==> config.mk <==
export PLATFORM = sky130hd
export DESIGN_NAME = ldtu_baseline_estimator
export DESIGN_NICKNAME = d
export VERILOG_FILES = /design/src/rtl/ldtu_baseline_estimator.sv
export SDC_FILE = /design/constraint.sdc
export NUM_CORES = 1
export LEC_CHECK = 0
export BUFFER_PORTS_ARGS = -buffer_cell sky130_fd_sc_hd__buf_2
export CAP_MARGIN = 40
export CORE_ASPECT_RATIO = 0.5
export CORE_MARGIN = 5
export CORE_UTILIZATION = 35
export DETAILED_ROUTE_END_ITERATION = 12
export PLACE_DENSITY = 0.62
export RECOVER_POWER = 100
export SLEW_MARGIN = 10
export SYNTH_ARGS = -nofsm -noshare
export SYNTH_HDL_FRONTEND = slang
export SYNTH_SLANG_ARGS = --single-unit
export TNS_END_PERCENT = 1
==> constraint.sdc <==
create_clock -name DCLK -period 6.1 [get_ports DCLK]
set_input_delay 0.61 -clock DCLK [delete_from_list [all_inputs] [get_ports DCLK]]
set_output_delay 0.61 -clock DCLK [all_outputs]
set_load 0.01 [all_outputs]
==> src/rtl/ldtu_baseline_estimator.sv <==
// ldtu_baseline_estimator
// Pedestal measurement for one LiTe-DTU gain channel. After a start request it
// discards SETTLE_CYC samples, averages 2^n_log2 raw samples with round-half-up,
// subtracts a margin, clamps the result to 0..255 and publishes it with a
// one-cycle bsl_valid strobe.
// Optional build macro: LDTU_BSL_OUTLIER_REJECT_EN. It skips samples above
// REJECT_THR and aborts the measurement after 255 rejected samples.
//
// state  | meaning
// IDLE   | waiting for start; BSL_VAL holds the last result
// SETTLE | discarding samples while the input settles
// ACCUM  | summing raw samples into the accumulator
// CALC   | rounding, margin subtraction and clamping; publishes BSL_VAL

module ldtu_baseline_estimator #(
  parameter int                    Nbits_12   = 12,
  parameter int                    Nbits_8    = 8,
  parameter int                    SETTLE_CYC = 4,
  parameter logic [Nbits_12-1:0]   REJECT_THR = 12'd1000
) (
  input  logic                DCLK,
  input  logic                rst,
  input  logic                start,
  input  logic [2:0]          n_log2,
  input  logic [3:0]          bsl_margin,
  input  logic [Nbits_12-1:0] DATA12,
  output logic [Nbits_8-1:0]  BSL_VAL,
  output logic                bsl_valid,
  output logic                busy,
  output logic                sat,
  output logic                rej_err
);

  // 2^7 samples of full-scale data need 7 extra bits; one more bit leaves room
  // for the rounding term.
  localparam int ACC_W = Nbits_12 + 8;
  localparam int MAX_OUT = (1 << Nbits_8) - 1;
  localparam logic [7:0] SETTLE_LOAD = 8'((SETTLE_CYC > 0) ? SETTLE_CYC - 1 : 0);

  typedef enum logic [1:0] {IDLE, SETTLE, ACCUM, CALC} state_t;

  state_t            state;
  logic [2:0]        n_q;
  logic [3:0]        margin_q;
  logic [ACC_W-1:0]  acc;
  logic [7:0]        settle_cnt;
  logic [7:0]        smp_cnt;

  logic [7:0]        smp_load;
  logic [ACC_W-1:0]  rnd;
  logic [ACC_W-1:0]  mean;
  logic [ACC_W-1:0]  res;
  logic              take;

`ifdef LDTU_BSL_OUTLIER_REJECT_EN
  logic [7:0]        rej_cnt;
  logic              rej_err_q;

  assign take    = !(DATA12 > REJECT_THR);
  assign rej_err = rej_err_q;
`else
  // The threshold only matters when rejection is compiled in.
  logic unused_reject_thr;

  assign unused_reject_thr = ^REJECT_THR;
  assign take              = 1'b1;
  assign rej_err           = 1'b0;
`endif

  // Sample down-counter preload and the rounded, margin-adjusted mean.
  // A 3-bit n_log2 cannot exceed 7, so it is already within the legal range.
  always_comb begin
    smp_load = 8'((9'd1 << n_log2) - 9'd1);
    rnd      = (ACC_W'(1) << n_q) >> 1;
    mean     = (acc + rnd) >> n_q;
    res      = '0;
    if (ACC_W'(margin_q) <= mean) begin
      res = mean - ACC_W'(margin_q);
    end
  end

  // Measurement sequencer and registered outputs.
  always_ff @(posedge DCLK) begin
    if (rst) begin
      state      <= IDLE;
      n_q        <= '0;
      margin_q   <= '0;
      acc        <= '0;
      settle_cnt <= '0;
      smp_cnt    <= '0;
      BSL_VAL    <= '0;
      bsl_valid  <= 1'b0;
      busy       <= 1'b0;
      sat        <= 1'b0;
`ifdef LDTU_BSL_OUTLIER_REJECT_EN
      rej_cnt    <= '0;
      rej_err_q  <= 1'b0;
`endif
    end else begin
      bsl_valid <= 1'b0;
      unique case (state)
        IDLE: begin
          if (start) begin
            n_q        <= n_log2;
            margin_q   <= bsl_margin;
            acc        <= '0;
            smp_cnt    <= smp_load;
            settle_cnt <= SETTLE_LOAD;
            sat        <= 1'b0;
            busy       <= 1'b1;
            state      <= (SETTLE_CYC == 0) ? ACCUM : SETTLE;
`ifdef LDTU_BSL_OUTLIER_REJECT_EN
            rej_cnt    <= '0;
            rej_err_q  <= 1'b0;
`endif
          end
        end
        SETTLE: begin
          if (settle_cnt == 8'd0) begin
            state <= ACCUM;
          end else begin
            settle_cnt <= settle_cnt - 8'd1;
          end
        end
        ACCUM: begin
          if (take) begin
            acc <= acc + ACC_W'(DATA12);
            if (smp_cnt == 8'd0) begin
              state <= CALC;
            end else begin
              smp_cnt <= smp_cnt - 8'd1;
            end
          end
`ifdef LDTU_BSL_OUTLIER_REJECT_EN
          else begin
            rej_cnt <= rej_cnt + 8'd1;
            // This reject is the 255th: give up without touching BSL_VAL.
            if (rej_cnt == 8'd254) begin
              rej_err_q <= 1'b1;
              busy      <= 1'b0;
              state     <= IDLE;
            end
          end
`endif
        end
        CALC: begin
          if (res > ACC_W'(MAX_OUT)) begin
            BSL_VAL <= Nbits_8'(MAX_OUT);
            sat     <= 1'b1;
          end else begin
            BSL_VAL <= res[Nbits_8-1:0];
          end
          bsl_valid <= 1'b1;
          busy      <= 1'b0;
          state     <= IDLE;
        end
        default: state <= IDLE;
      endcase
    end
  end

endmodule

==> results of run 1 <==
cells by family (layout without fill, tap and decap cells):
group           count (synthesis)  in the layout  synth area share, %
buf+inv                        61             81                 4.78
compound gates                195            195                 28.3
mux                            28             28                 5.32
flops                          56             56                 21.1
other cells                     1              1               0.0705
simple gates                  263            263                 24.2
fa+ha+maj                      33             33                 8.19
xor+xnor                       49             49                 8.07
cells in the mapped netlist (17+ instances only):
cell type   n
nand2_1    72
ha_1       30
a22oi_1    18
nand3_1    17
mux2i_1    26
xor2_1     17
inv_1      27
clkbuf_1   19
dfxtp_1    56
nor2_1     91
xnor2_1    32
a21oi_1    49
worst max-delay path by stage:
stage            from         end  slack (ps)
4_1_cts        n_q[0]  BSL_VAL[4]         290
3_5_place_dp   n_q[0]  BSL_VAL[4]         290
6_report       n_q[1]  BSL_VAL[4]         390
5_1_grt        n_q[1]  BSL_VAL[4]         -20
3_3_place_gp   n_q[0]  BSL_VAL[2]         550
2_1_floorplan  n_q[2]  BSL_VAL[2]         380
stage by stage:
step | hold WS [ps] | area, µm² | util, % | worst slack, ps | std cells
floorplan | 436 | 5320 | - | 382 | 686
global placement | 439 | 5660 | 38.6 | 554 | 893
detailed placement | 448 | 5660 | 38.6 | 290 | 894
CTS | 460 | 5810 | 39.7 | 286 | 902
global route | 491 | 5850 | 39.9 | -22.5 | 904
finish | 455 | 5850 | 39.9 | 390 | 904
where the power goes:
part	switching [W]	internal [W]	total (W)
clock	0.000160	0.000156	0.000316
combinational	0.000752	0.000510	0.00126
sequential	0.0000724	0.000450	0.000522
total	0.000984	0.00112	0.00210
tightest hold or removal path: stages (launching register included):
cell     delay [ps]
dfxtp_1         310
nand2_1          50
a21oi_1          50
flip-flops by register name, summed over array words and instances (netlist names):
register    cells
bsl_valid       1
margin_q        4
smp_cnt         8
BSL_VAL         8
busy            1
acc            20
state           2
settle_cnt      8
sat             1
n_q             3
metal layers:
metal  track usage (%)  wire (µm)  vias to the layer above
met5                 0          0                        -
met3              1.87        654                       16
met1              21.8       6780                     2367
met2              23.6       6020                      134
met4              3.18        154                        0
li1                  -          -                     2545
final cells by class:
type | count | area share, %
multi-input combinational | 569 | 67.9
inverter | 27 | 1.73
timing repair buffer | 46 | 4.30
tap | 198 | 4.24
clock inverter | 3 | 0.449
sequential | 56 | 19.2
clock buffer | 5 | 2.14
repair_timing:
| action | 4_1_cts | 5_1_grt |
|---|---|---|
| buffers inserted | 0 | 1 |
| endpoints found under the setup margin | 0 | 9 |
| gates resized for setup | 0 | 7 |
==> reports/results.tsv, run 1 <==
stage	metric	value	unit
clock_network	root_buffer	clkbuf_16	
timing	relSlewSlack	41.8	%
global_routing	antenna_found_initial	0	
place	dp_hpwl	10400	µm
timing	worstMarginPinSlew	873	ps
worst_setup_path	crit_chain	buf_4 -> nand2_1 -> buf_4 -> nor2_1 -> ha_1 -> o21a_1 -> nor2_1 -> a21o_1 -> mux2_2 -> nor3_1 -> a21oi_2 -> o21ai_0 -> ha_1 -> a21o_1 -> a21oi_1 -> inv_1 -> a211oi_2 -> o2111ai_2 -> or4_1 -> a211oi_1 -> o22ai_1 -> nor3_4 -> buf_12 -> a221oi_2	
final_layout	multi_input_area	3970	µm²
synthesis	synthCells	686	
worst_setup_path	r2r_end	BSL_VAL[4]	
power	peakVddDrop	0.148	mV
clock_network	cts_sinks	56	
clock_network	ctsHoldBuffers	0	
timing	min_period	5710	ps
final_layout	seqCellArea	1120	µm²
timing	finalSetupViolCount	0	
drt	via_count	5062	
clock_network	htree_levels	2	
worst_setup_path	path_max_fanout	39	
synthesis	synth_edf_count	0	
worst_setup_path	slowest_stage	or4_1	
final_layout	mostFrequentLayoutCells	nor2_1, nand2_1, dfxtp_1, a21oi_1, xnor2_1	
synthesis	synth_cell_types	81	
worst_setup_path	cp-end-kind	flop	
final_layout	layout_commonest_cell	nor2_1	
global_routing	grt_usage	15.0	%
global_routing	grt-ovfl-total	0	
worst_setup_path	crit_type	reg2reg	
worst_setup_path	arrival	5860	ps
global_routing	grt_pass1_wl	23100	µm
status	status	complete, no violations	
drt	viasPerCell	5.60	
worst_setup_path	start_kind	flop	
floorplanning	core	14700	µm²
timing	slew_viol_final	0	
synthesis	synth_area	5320	µm²
final_layout	final_net_count	760	
hold_path	hold_depth	2	
drt	drt_pass1_iterations	5	
power	p_leak	2.15	nW
timing	period_share	93.6	%
place	place_congestion	0.879	
global_routing	grt_max_degree	41	
clock_network	cts_buffers	5	
timing	fin_setup_tns	0	ps
hold_path	min_path_type	reg2reg	
synthesis	avgSynthCellArea	7.75	µm²
worst_setup_path	rrSetupSlack	390	ps
synthesis	syn-num-nets	741	
global_routing	grt_pass1_vias	4705	
synthesis	ys.warnings.count	0	
final_layout	nFillCells	1541	
clock_network	clkLatencyLatePin	310	ps
drt	routed_wl	13600	µm
floorplanning	fp.dieW	184	µm
final_layout	layout-drive-gt1-share	11.5	%
synthesis	synth-seq-cells	56	
timing	skew	14.8	ps
floorplanning	ios	34	
floorplanning	die_h	97.2	µm
clock_network	clk_pin_slew	80	ps
worst_setup_path	r2r-start	n_q[1]	
timing	max_freq	175	MHz
drt	drcViolationCount	0	
hold_path	hp-start	margin_q[3]	
floorplanning	start_util	36.3	%
synthesis	synthFlopType	dfxtp_1	
power	total_power	0.00210	W
drt	wire_per_inst	15.1	µm
hold_path	hold_end	margin_q[3]	
worst_setup_path	reg2regPathDepth	24	
place	port_buffers	32	
synthesis	ys_seq_area_share	21.1	%
final_layout	num_antenna_cells	0	
synthesis	async_flop_share	0	%
worst_setup_path	cp.buffers_inverters	4	
synthesis	synth_area_leaders	dfxtp_1, ha_1, nor2_1	
worst_setup_path	critPathTopFamily	compound AO/OA/AOI/OAI gates	
timing	hold_viol_final	0	
worst_setup_path	slowest_delay	580	ps
power	power_per_cell_area	359	nW/µm²
synthesis	yosysTopAreaCell	dfxtp_1	
job	maxCapViolCount	0	
final_layout	area_delta_synth_final	9.95	%
clock_network	cts_tree	done	
floorplanning	dieArea	17900	µm²
clock_network	clock_path_buffers	2	
worst_setup_path	cp.depth	24	
synthesis	yosysTopAreaCellShare	21.1	%
worst_setup_path	required	6250	ps
floorplanning	rows	31	
drt	drtAntennaViolNets	0	
drt	drt_iter0_markers	353	
(Power assumes the default switching activity.)
==> inputs of run 2 (changes only) <==
--- a/config.mk
+++ b/config.mk
@@ -7,11 +7,13 @@
 export LEC_CHECK = 0
 export BUFFER_PORTS_ARGS = -buffer_cell sky130_fd_sc_hd__buf_2
 export CAP_MARGIN = 40
+export CELL_PAD_IN_SITES_DETAIL_PLACEMENT = 0
+export CELL_PAD_IN_SITES_GLOBAL_PLACEMENT = 1
 export CORE_ASPECT_RATIO = 0.5
 export CORE_MARGIN = 5
 export CORE_UTILIZATION = 35
 export DETAILED_ROUTE_END_ITERATION = 12
-export PLACE_DENSITY = 0.62
+export PLACE_DENSITY = 0.76
 export RECOVER_POWER = 100
 export SLEW_MARGIN = 10
 export SYNTH_ARGS = -nofsm -noshare
==> run 2 against run 1 <==
Compared with the run above:
- via count down 0.67%
- worst hold slack better by 9.0 ps
- highest routed layer unchanged
- register-to-register slack about the same
- sequential power about the same
==> reports/results.tsv, run 2 (synthesized netlist as in run 1, its figures left out) <==
stage	metric	value	unit
final_layout	mostFrequentLayoutCells	nor2_1, nand2_1, dfxtp_1, a21oi_1, xnor2_1	
drt	drtAntennaViolNets	0	
global_routing	grt_pass1_vias	4769	
hold_path	min_path_type	reg2reg	
floorplanning	dieArea	17900	µm²
timing	grt_setup_unrepaired	no	
drt	drcViolationCount	0	
worst_setup_path	arrival	5860	ps
timing	slew_viol_final	0	
worst_setup_path	required	6260	ps
hold_path	hold_depth	2	
worst_setup_path	start_kind	flop	
timing	fin_setup_tns	0	ps
timing	skew	8.46	ps
power	power_per_cell_area	359	nW/µm²
worst_setup_path	slowest_delay	570	ps
drt	wl_met3	622	µm
power	total_power	0.00212	W
timing	finalSetupViolCount	0	
worst_setup_path	cp-end-kind	flop	
clock_network	root_buffer	clkbuf_16	
job	maxCapViolCount	0	
timing	relSlewSlack	39.1	%
global_routing	grt-ovfl-total	0	
timing	max_freq	175	MHz
drt	viasPerCell	5.55	
drt	drt_pass1_iterations	5	
worst_setup_path	cp.buffers_inverters	5	
drt	maxUsedRoutingLayer	met4	
final_layout	layout-drive-gt1-share	12.6	%
global_routing	grt_max_degree	41	
worst_setup_path	path_max_fanout	15	
final_layout	fin_util	40.2	%
worst_setup_path	cp.depth	26	
power	p_leak	2.18	nW
status	status	complete, no violations	
drt	wl_met2	6080	µm
clock_network	cts_tree	done	
floorplanning	core	14700	µm²
global_routing	antenna_found_initial	0	
clock_network	htree_levels	2	
clock_network	clock_path_buffers	2	
power	peakVddDrop	0.149	mV
drt	wl_met1	7180	µm
final_layout	area_delta_synth_final	11.0	%
floorplanning	start_util	36.3	%
floorplanning	die_h	97.2	µm
floorplanning	fp.dieW	184	µm
clock_network	cts_buffers	5	
floorplanning	ios	34	
worst_setup_path	critPathTopFamily	compound AO/OA/AOI/OAI gates	
clock_network	clk_pin_slew	80	ps
place	place_congestion	0.940	
drt	routed_wl	14000	µm
timing	min_period	5700	ps
worst_setup_path	reg2regPathDepth	26	
worst_setup_path	slowest_stage	or4_1	
floorplanning	rows	31	
final_layout	largest_reg_flops	20	
worst_setup_path	crit_type	reg2reg	
final_layout	final_net_count	762	
place	port_buffers	32	
clock_network	clkLatencyLatePin	300	ps
place	dp_hpwl	10600	µm
final_layout	regMostFlops	acc	
timing	hold_viol_final	0	
drt	drt_iter0_markers	240	
timing	worstMarginPinSlew	913	ps
drt	via_count	5028	
final_layout	num_antenna_cells	0	
global_routing	grt_usage	15.5	%
drt	wire_per_inst	15.4	µm
global_routing	grt_pass1_wl	23700	µm
timing	period_share	93.5	%
clock_network	ctsHoldBuffers	0	
final_layout	layout_commonest_cell	nor2_1	
clock_network	cts_sinks	56	
run 2: final timing paths:
path,slack (ps),endpoint,startpoint
min,460,margin_q[1],margin_q[1]
max,400,BSL_VAL[2],n_q[1]
max reg2reg,400,BSL_VAL[2],n_q[1]
min reg2reg,460,margin_q[1],margin_q[1]
run 2: per-layer routing:
metal  global-route usage (%)  vias up
met5                        0        -
met4                     2.73        0
met3                     3.25       11
met2                     24.1      100
met1                     22.2     2364
li1                         -     2553
run 2: power breakdown:
| part | switching, W | internal (W) |
|---|---|---|
| registers | 0.0000717 | 0.000449 |
| logic | 0.000766 | 0.000519 |
| clock network | 0.000158 | 0.000157 |
run 2: metrics by stage:
step	hold WS [ps]	instance area, µm²	setup slack [ps]	cells
6_report	464	5900	399	906
5_1_grt	491	5900	11.6	906
4_1_cts	465	5830	87.6	904
3_5_place_dp	445	5680	86.4	896
3_3_place_gp	439	5660	326	893
2_1_floorplan	436	5320	382	686
run 2: worst reg2reg max path, delay by kind of cell (launching register included):
family / cells / cell delay, ps
AOI/OAI and AO/OA: 10 / 2010
and+or+nand+nor: 7 / 1550
adders and majority gates: 3 / 910
buffers and inverters: 5 / 580
DFF: 1 / 320
xor gates and xnor gates: 1 / 160
run 2: layout make-up:
class,instances,area (µm²)
fillers,1510,8760
repair buffers,48,270
clock inverters,3,27.5
clock buffers,5,125
inverters,27,101
multi-input cells,569,4010
well taps,198,248
flip-flops and latches,56,1120
run 2: what timing repair did:
action | 4_1_cts | 5_1_grt
endpoints found under the setup margin | 0 | 9
gates resized for setup | 0 | 14
hold endpoints to repair | 0 | 0
buffers inserted | 0 | 2
